==> src/rtl/fir_decim_framer.sv <==
// Decimating frame collector: keeps every DECIM-th valid sample, packs kept samples
// into FRAME_LEN-sample frames across two ping-pong banks and streams full frames out.
module fir_decim_framer #(
    parameter int DECIM     = 4,
    parameter int FRAME_LEN = 64,
    parameter int AW        = $clog2(FRAME_LEN)
) (
    input  logic                 clk,
    input  logic                 rst,
    input  logic                 in_valid,
    input  logic signed [15:0]   in_data,
    input  logic                 out_ready,
    output logic                 out_valid,
    output logic signed [15:0]   out_data,
    output logic [AW-1:0]        out_index,
    output logic                 out_last,
    output logic                 overflow,
    input  logic                 clr_ovf
);

    localparam int PW = (DECIM > 1) ? $clog2(DECIM) : 1;
    localparam logic [AW-1:0] LAST_ADDR = AW'(FRAME_LEN - 1);
    localparam logic [AW-1:0] ADDR_ONE  = AW'(1'b1);
    localparam logic [PW-1:0] PH_LAST   = PW'(DECIM - 1);
    localparam logic [PW-1:0] PH_ONE    = PW'(1'b1);

    typedef enum logic [0:0] {IDLE = 1'b0, STREAM = 1'b1} state_t;

    logic signed [15:0] mem_r [2][FRAME_LEN];
    logic [PW-1:0]      ph_r;
    logic               wr_bank_r, rd_bank_r;
    logic [AW-1:0]      wr_addr_r, rd_addr_r;
    logic [1:0]         full_r;
    state_t             state_r;
    logic               out_valid_r, out_last_r, overflow_r;
    logic signed [15:0] out_data_r;
    logic [AW-1:0]      out_index_r;

    logic               keep_s, wr_en_s, wr_done_s, drop_s, hs_s, rd_done_s;
    logic [1:0]         full_nxt_s;
    state_t             state_nxt_s;
    logic               rd_bank_nxt_s;
    logic [AW-1:0]      rd_addr_nxt_s;
    logic               out_valid_s, out_last_s, overflow_s;
    logic signed [15:0] out_data_s;
    logic [AW-1:0]      out_index_s;

    // Writer side decode: keep/write/drop decisions for the current input strobe
    always_comb begin
        keep_s    = in_valid && (ph_r == {PW{1'b0}});
        wr_en_s   = keep_s && !full_r[wr_bank_r];
        drop_s    = keep_s && full_r[wr_bank_r];
        wr_done_s = wr_en_s && (wr_addr_r == LAST_ADDR);
    end

    // Reader next-state; full flags are looked ahead so a bank filled on the
    // same edge as the last read keeps the stream going without a bubble
    always_comb begin
        hs_s          = (state_r == STREAM) && out_ready;
        rd_done_s     = hs_s && (rd_addr_r == LAST_ADDR);
        full_nxt_s[0] = (full_r[0] | (wr_done_s && !wr_bank_r)) & ~(rd_done_s && !rd_bank_r);
        full_nxt_s[1] = (full_r[1] | (wr_done_s &&  wr_bank_r)) & ~(rd_done_s &&  rd_bank_r);
        state_nxt_s   = state_r;
        rd_bank_nxt_s = rd_bank_r;
        rd_addr_nxt_s = rd_addr_r;
        case (state_r)
            IDLE: begin
                if (full_r[rd_bank_r]) begin
                    state_nxt_s   = STREAM;
                    rd_addr_nxt_s = {AW{1'b0}};
                end else begin
                    state_nxt_s = IDLE;
                end
            end
            STREAM: begin
                if (rd_done_s) begin
                    rd_bank_nxt_s = ~rd_bank_r;
                    rd_addr_nxt_s = {AW{1'b0}};
                    state_nxt_s   = full_nxt_s[~rd_bank_r] ? STREAM : IDLE;
                end else if (hs_s) begin
                    rd_addr_nxt_s = rd_addr_r + ADDR_ONE;
                end else begin
                    state_nxt_s = STREAM;
                end
            end
            default: state_nxt_s = IDLE;
        endcase
    end

    // Output values for the next cycle; data holds while idle
    always_comb begin
        out_valid_s = (state_nxt_s == STREAM);
        out_index_s = rd_addr_nxt_s;
        out_last_s  = (rd_addr_nxt_s == LAST_ADDR);
        if (out_valid_s) begin
            out_data_s = mem_r[rd_bank_nxt_s][rd_addr_nxt_s];
        end else begin
            out_data_s = out_data_r;
        end
        if (drop_s) begin
            overflow_s = 1'b1;
        end else if (clr_ovf) begin
            overflow_s = 1'b0;
        end else begin
            overflow_s = overflow_r;
        end
    end

    // Sample storage; contents are don't-care until a bank is written
    always_ff @(posedge clk) begin
        if (wr_en_s) begin
            mem_r[wr_bank_r][wr_addr_r] <= in_data;
        end
    end

    // Control state and registered outputs
    always_ff @(posedge clk or negedge rst) begin
        if (!rst) begin
            ph_r        <= {PW{1'b0}};
            wr_bank_r   <= 1'b0;
            rd_bank_r   <= 1'b0;
            wr_addr_r   <= {AW{1'b0}};
            rd_addr_r   <= {AW{1'b0}};
            full_r      <= 2'b00;
            state_r     <= IDLE;
            out_valid_r <= 1'b0;
            out_data_r  <= 16'sd0;
            out_index_r <= {AW{1'b0}};
            out_last_r  <= 1'b0;
            overflow_r  <= 1'b0;
        end else begin
            if (in_valid) begin
                ph_r <= (ph_r == PH_LAST) ? {PW{1'b0}} : ph_r + PH_ONE;
            end
            if (wr_en_s) begin
                wr_addr_r <= wr_done_s ? {AW{1'b0}} : wr_addr_r + ADDR_ONE;
            end
            if (wr_done_s) begin
                wr_bank_r <= ~wr_bank_r;
            end
            full_r      <= full_nxt_s;
            state_r     <= state_nxt_s;
            rd_bank_r   <= rd_bank_nxt_s;
            rd_addr_r   <= rd_addr_nxt_s;
            out_valid_r <= out_valid_s;
            out_data_r  <= out_data_s;
            out_index_r <= out_index_s;
            out_last_r  <= out_last_s;
            overflow_r  <= overflow_s;
        end
    end

    assign out_valid = out_valid_r;
    assign out_data  = out_data_r;
    assign out_index = out_index_r;
    assign out_last  = out_last_r;
    assign overflow  = overflow_r;

endmodule

==> config.mk <==
export PLATFORM = sky130hd
export DESIGN_NAME = fir_decim_framer
export DESIGN_NICKNAME = d
export VERILOG_FILES = /design/src/rtl/fir_decim_framer.sv
export SDC_FILE = /design/constraint.sdc
export NUM_CORES = 2
export LEC_CHECK = 0
export BUFFER_PORTS_ARGS = -buffer_cell sky130_fd_sc_hd__buf_2
export CAP_MARGIN = 20
export CORE_ASPECT_RATIO = 1.4
export CORE_MARGIN = 5
export CORE_UTILIZATION = 45
export DETAILED_ROUTE_END_ITERATION = 12
export SLEW_MARGIN = 5
export SYNTH_ARGS = -nofsm -noshare
export SYNTH_HDL_FRONTEND = slang
export SYNTH_SLANG_ARGS = --single-unit
==> constraint.sdc <==
create_clock -name clk -period 3.4 [get_ports clk]
set_clock_uncertainty 0.15 [all_clocks]
set_input_delay 0 -clock clk [delete_from_list [all_inputs] [get_ports clk]]
set_output_delay 0 -clock clk [all_outputs]
set_load 0.05 [all_outputs]
* Word level (Yosys, flattened, before mapping)
Memories as Yosys holds them, arrays and structs flattened.
Index checks and enable logic that the tools add are counted.
** Storage, ports and cells
- Flip-flop bits (word level) :: 37
- Logic and storage cells :: 78
- Bits of input ports :: 21
- RAM bits :: 2048
- Memories kept :: 1
- Output and inout bits :: 25
** Cells by class
- $add $sub $neg :: 3
- Mux-type cells :: 27
- Reduce and logical (&&, ||, !) cells :: 16
- Bitwise gates (word level) :: 11
- Equal/unequal tests :: 4
- $lt $le $gt $ge :: 6
** Memories
- mem_r :: depth 2, width 1024, read ports 1, clocked after Yosys merged registers in 0, wr ports 1, line 29 : logic signed [15:0] mem_r [2][FRAME_LEN];
** Operator list (count)
- 2-to-1 mux 1024 bit :: 1
- binary-select mux 16 bit (select 6 bit) :: 1
- demux 16 bit (select 6 bit) :: 1
- 2-to-1 mux 16 bit :: 3
- 2-to-1 mux 6 bit :: 4
- equality test 6 bit (second input constant) :: 3
- >= comparator 7 bit (second input constant) :: 2
- 2-to-1 mux 1 bit :: 14
- NOT 6 -> 7 bit :: 2
- adder 6 x 1 -> 6 bit (second input constant) :: 2
- case mux 6 bit (2 select lines) :: 1
- logical AND 1 bit :: 11
- < comparator 7 x 1 -> 1 bit (second input constant) :: 1
- < comparator 1 x 2 -> 1 bit (second input constant) :: 3
- NOT 1 bit :: 5
- zero test 1 bit :: 3
- adder 2 x 1 -> 2 bit (second input constant) :: 1
- AND 1 bit :: 2
- equality test 2 bit (second input constant) :: 1
- zero test 2 bit :: 1
- 2-to-1 mux 2 bit :: 1
- OR 1 bit :: 2
- case mux 1 bit (2 select lines) :: 1
- nonzero test 2 bit :: 1

* Longest topological paths before layout
- Depth after elaboration :: 13
- Mapped depth :: 17
- Mapped depth without buffers :: 14

* Worst setup path before layout
Ideal clock, no wire load.
- Kind :: register to register
- Start point :: register out_index[0] (netlist name)
- End point :: register out_data_r[9] (netlist: out_data[9])
- Required time :: 3.117 ns
- Setup slack :: -0.311 ns
- Arrival :: 3.428 ns
- Library setup time :: 0.133 ns
- Clock period less this slack :: 3.711 ns
- Buffers on the path :: 4
- Stages on the path, launching flop included :: 17
- Path through :: dfrtp_1 -> ha_1 -> nand4_4 -> nor2_1 -> ha_1 -> nand2_1 -> nand2_4 -> buf_8 -> buf_4 -> buf_4 -> buf_2 -> nand2_1 -> a31oi_1 -> a221oi_1 -> o311ai_0 -> a32oi_1 -> o31ai_1
** RTL lines
- end signal, assigned :: line 146 : out_data_r <= out_data_s;
- end, declared :: line 36 : logic signed [15:0] out_data_r;

==> results.md <==
Synth:
- Counting flops with a built-in enable in the synthesized netlist gives 2048.
- The dominant cell type by area after synthesis is sky130_fd_sc_hd__edfxtp_1.
- The share of async-settable or async-resettable flops after synthesis is 1.775%.
- The cell count after synthesis is 6325.
- The number of warning messages in the yosys log is 0.
- Counting instances in the post-synthesis netlist gives the leading cell types as sky130_fd_sc_hd__edfxtp_1, sky130_fd_sc_hd__nand2_1, sky130_fd_sc_hd__nand3_1.
- For this run, the register share of the synthesized area comes to 74.50%.
- The synthesis-stage register bit count is 2085.
- Synthesis instantiated 77 different standard cells from the library.
- Yosys instantiated no cell more often than sky130_fd_sc_hd__edfxtp_1.
- The number of nets handed over by synthesis was 6352.
- The per-instance average area after synthesis is 13.25 um2.
- The primary flip-flop cell chosen by synthesis mapping is sky130_fd_sc_hd__edfxtp_1.
- The area share of the largest cell type after synthesis is 73.40%.
- Ranked by total cell area, the synthesized netlist is headed by sky130_fd_sc_hd__edfxtp_1, sky130_fd_sc_hd__nand2_1, sky130_fd_sc_hd__nand3_1.
- The cell area that synthesis handed to floorplanning was 83790 um2.

Global route:
- The initial antenna violation count is 13.
- The first global-routing pass estimated 398800 um of wire.
- The number of global-route vias before repair is 56750.
- Entering global routing, the biggest net connects 129 pins.
- The total overflow left after global routing is 0.
- The total track usage is 27.88%.

Finish:
- Once layout is complete, the cells apart from fillers number 9741.
- The area growth from synthesis to layout is 22.63%.
- In the final layout, the share of cells above drive strength 1 is 21.30%.
- The multi-input combinational cells in the finished layout cover a total of 20510 um2.
- The layout has 15010 filler cells.
- The total non-filler cell area in the finished layout is 102700 um2.
- The count of nets after finishing is 7147.
- Summing all flip-flop and latch instances after layout gives 62430 um2.
- Cells fill 55.45% of the core in the end.

Pwr:
- In this run the power spent charging and discharging nets is 26370 uW.
- The relative contribution of sequential cells to total power is 38.2%.
- After layout, the design draws a total of 75850 uW.
- IR analysis of the VDD net gives a maximum drop of 0.5927 mV.
- Internal power comes to 49470 uW.
- Per report_power, the combinational group accounts for 34.5% of the total.
- The clock share of power is 27.3%.
- The total leakage power is 0.03671 uW.
- Net switching is 34.77% of the power.
- The ratio of total power to cell area is 738.2 nW/um2.

Clocking:
- The clock transition at the register clock pins on the worst setup and hold paths after CTS is 0.07 ns.
- In this run the clock root is driven by a sky130_fd_sc_hd__clkbuf_16.
- Clock latency on the worst-skew pair, taken at its later pin, is 0.84 ns.
- TritonCTS built the clock tree.
- The tree built by TritonCTS fans out to 2085 sinks.
- The number of buffers created by CTS is 191.
- The buffer levels on the longest clock path is 3.
- The H-tree level count is 4.

Timing:
- The period utilization is 109.2%.
- The minimum clock period is 3.712 ns.
- Setup violations remaining at the end of the flow were counted as 17.
- The number of hold violations in the final report was 0.
- Final hold analysis gives a worst-case slack of 0.06441 ns.
- The number of max-slew violations in the final report is 0.
- The normalized max-slew margin is 27.68%.
- Based on the critical path, the design can be clocked at up to 0.2694 GHz.
- At the pin with the least slew margin, the transition time is 1.085 ns.
- Setup slack on the critical path of the routed design comes to -0.3124 ns.
- Setup repair after global routing could not meet its margin everywhere.

Route:
- The number of DRC markers after the initial detailed-route iteration is 6586.
- The per-cell routed wire length is 28.71 um.
- After detailed routing, the number of vias per cell comes to 5.995.
- The count of antenna-violating nets left after detailed routing is 0.
- The routed layout has 58390 vias.
- In the routed design, unresolved DRC markers number 0.
- The detailed-route wire length is 279700 um.
- The count of TritonRoute iterations in the first routing pass is 6.

Floorplan:
- The die area is 195000 um2.
- For this configuration, the core starts out at a cell density of 45.22%.
- The floorplan has 187 rows.
- The chip width is 374.7 um.
- The number of I/O pins is 46.
- The overall die height is 520.6 um.
- After floorplanning, the core was sized to cover 185300 um2.

Place:
- Routability-driven placement finished with a final weighted congestion of 0.9550.
- During placement, the flow inserted port buffers numbering 45.
- Once placement completed, the tool counted placed cells totaling 9293.
- After detailed placement, the total cell area comes to 93770 um2.
- Detailed placement finished with a half-perimeter wire length of 178100 um.

Critical path:
- STA classifies the critical path endpoint as a flop.
- The endpoint arrival time on the critical path is 4.34 ns.
- The required time of the critical path is 4.02 ns.
- The largest driver fanout on the critical path is 16.
- The kind of launch point of the worst setup path is a flop.
- The critical path is of the reg -> reg type.

Status:
- The flow ran to the end, but the final reports show violations.
- The final reports fail on negative setup slack.

Worst hold path:
- The class of the tightest hold or removal check is in -> reg.

Job:
- The tool flagged a number of max-cap violations equal to 0.
registers in the layout, summed over array words and instances, names as in the netlist, 2 cells and up:
| signal | flops |
|---|---|
| wr_addr_r | 6 |
| mem_r | 2048 |
| full_r | 2 |
| ph_r | 2 |
| out_index | 6 |
| out_data | 16 |
placed cells by master, fill, tap and decap left out, types with 39 or more instances in the layout:
cell	count
sky130_fd_sc_hd__and3_1	197
sky130_fd_sc_hd__nor2_1	152
sky130_fd_sc_hd__clkbuf_1	39
sky130_fd_sc_hd__clkbuf_16	200
sky130_fd_sc_hd__a21oi_1	52
sky130_fd_sc_hd__mux2i_1	65
sky130_fd_sc_hd__nand2_1	1808
sky130_fd_sc_hd__a31oi_1	137
sky130_fd_sc_hd__a221oi_1	49
sky130_fd_sc_hd__clkinv_1	42
sky130_fd_sc_hd__buf_6	41
sky130_fd_sc_hd__buf_12	151
sky130_fd_sc_hd__a311oi_2	40
sky130_fd_sc_hd__buf_4	751
sky130_fd_sc_hd__edfxtp_1	2048
sky130_fd_sc_hd__nand3_1	729
sky130_fd_sc_hd__clkinv_2	45
sky130_fd_sc_hd__a311oi_1	129
metal layers:
metal  GRT usage (%)  vias to the layer above  part of all wire (%)
met3           4.952                      726                   8.5
li1                -                    25150                     -
met4           15.67                        4                   6.7
met2           46.32                     3040                    48
met1           34.70                    29470                    36
met5               0                        -                0.0089
power groups by stage:
| stage | Sequential, uW | Combinational [uW] | Clock (uW) |
|---|---|---|---|
| after floorplan | 29700 | 9270 | 0 |
| after global placement | 29500 | 23200 | 0 |
| after detailed placement | 29500 | 23400 | 0 |
| after CTS | 28900 | 24900 | 20900 |
| after global routing | 29000 | 26800 | 22000 |
| final | 29000 | 26200 | 20700 |
final cells by class:
class                           instances  share of cell area (%)
Multi-Input combinational cell       3781                   19.97
Clock buffer                          236                   4.886
Inverter                               19                  0.1254
Tap cell                             2457                   2.992
Timing Repair inverter                  1                 0.01096
Clock inverter                        114                  0.8707
Timing Repair Buffer                 1041                   10.37
Antenna cell                            7                 0.01705
Sequential cell                      2085                   60.76
worst max-delay path, cell delays in order, from the launching register on:
cell and delay [ns]:
sky130_fd_sc_hd__dfrtp_2 0.39, sky130_fd_sc_hd__ha_4 0.16, sky130_fd_sc_hd__nand4_4 0.12, sky130_fd_sc_hd__nor2_4 0.13
sky130_fd_sc_hd__ha_4 0.23, sky130_fd_sc_hd__nand2_8 0.08, sky130_fd_sc_hd__nand2_8 0.09, sky130_fd_sc_hd__buf_12 0.16
sky130_fd_sc_hd__clkinv_16 0.09, sky130_fd_sc_hd__buf_16 0.19, sky130_fd_sc_hd__nand2_2 0.07, sky130_fd_sc_hd__and3_4 0.16
sky130_fd_sc_hd__a311oi_2 0.21, sky130_fd_sc_hd__buf_4 0.16, sky130_fd_sc_hd__a31oi_1 0.04, sky130_fd_sc_hd__buf_4 0.20
sky130_fd_sc_hd__o211ai_1 0.61, sky130_fd_sc_hd__a32oi_1 0.23, sky130_fd_sc_hd__o21ai_1 0.16
stage by stage:
step	setup slack, ns	TNS [ns]
floorplan	-0.04260	-5.138
global placement	-1.061	-8.177
detailed placement	-1.110	-8.723
CTS	-0.1584	-1.961
global route	-0.3344	-4.063
finish	-0.3124	-2.807
logic make-up (layout without fill, tap and decap cells):
logic type | Yosys count | in the layout | synth area share, %
AO/OA/AOI/OAI | 649 | 649 | 5.667
buffers and inverters | 459 | 1411 | 2.857
other | 0 | 7 | 0
adder cells (fa/ha/maj) | 6 | 6 | 0.08960
XOR/XNOR | 6 | 6 | 0.06272
multiplexers | 85 | 85 | 1.193
flip-flops | 2085 | 2085 | 74.50
AND/OR/NAND/NOR | 3035 | 3035 | 15.63
final timing paths:
check	start	to	slack (ns)	depth (start not counted)
worst max-delay path	out_index[1]	out_data[0]	-0.31	18
worst min-delay path	in_data[7]	mem_r[1][343]	0.06	2
worst max register to register	out_index[1]	out_data[0]	-0.31	18
min in group asynchronous	rst	overflow	0.23	4
max in group asynchronous	rst	out_index[0]	2.28	4
worst min register to register	out_data[12]	out_data[12]	0.41	2
repair_timing:
item,CTS,global route
resized for setup,216,135
cloned,13,8
pin swaps,43,28
endpoints found under the hold margin,2069,0
setup buffers,15,32
setup endpoints to repair,16,17
hold buffers,26,0
Power figures use the tool's default switching activity.
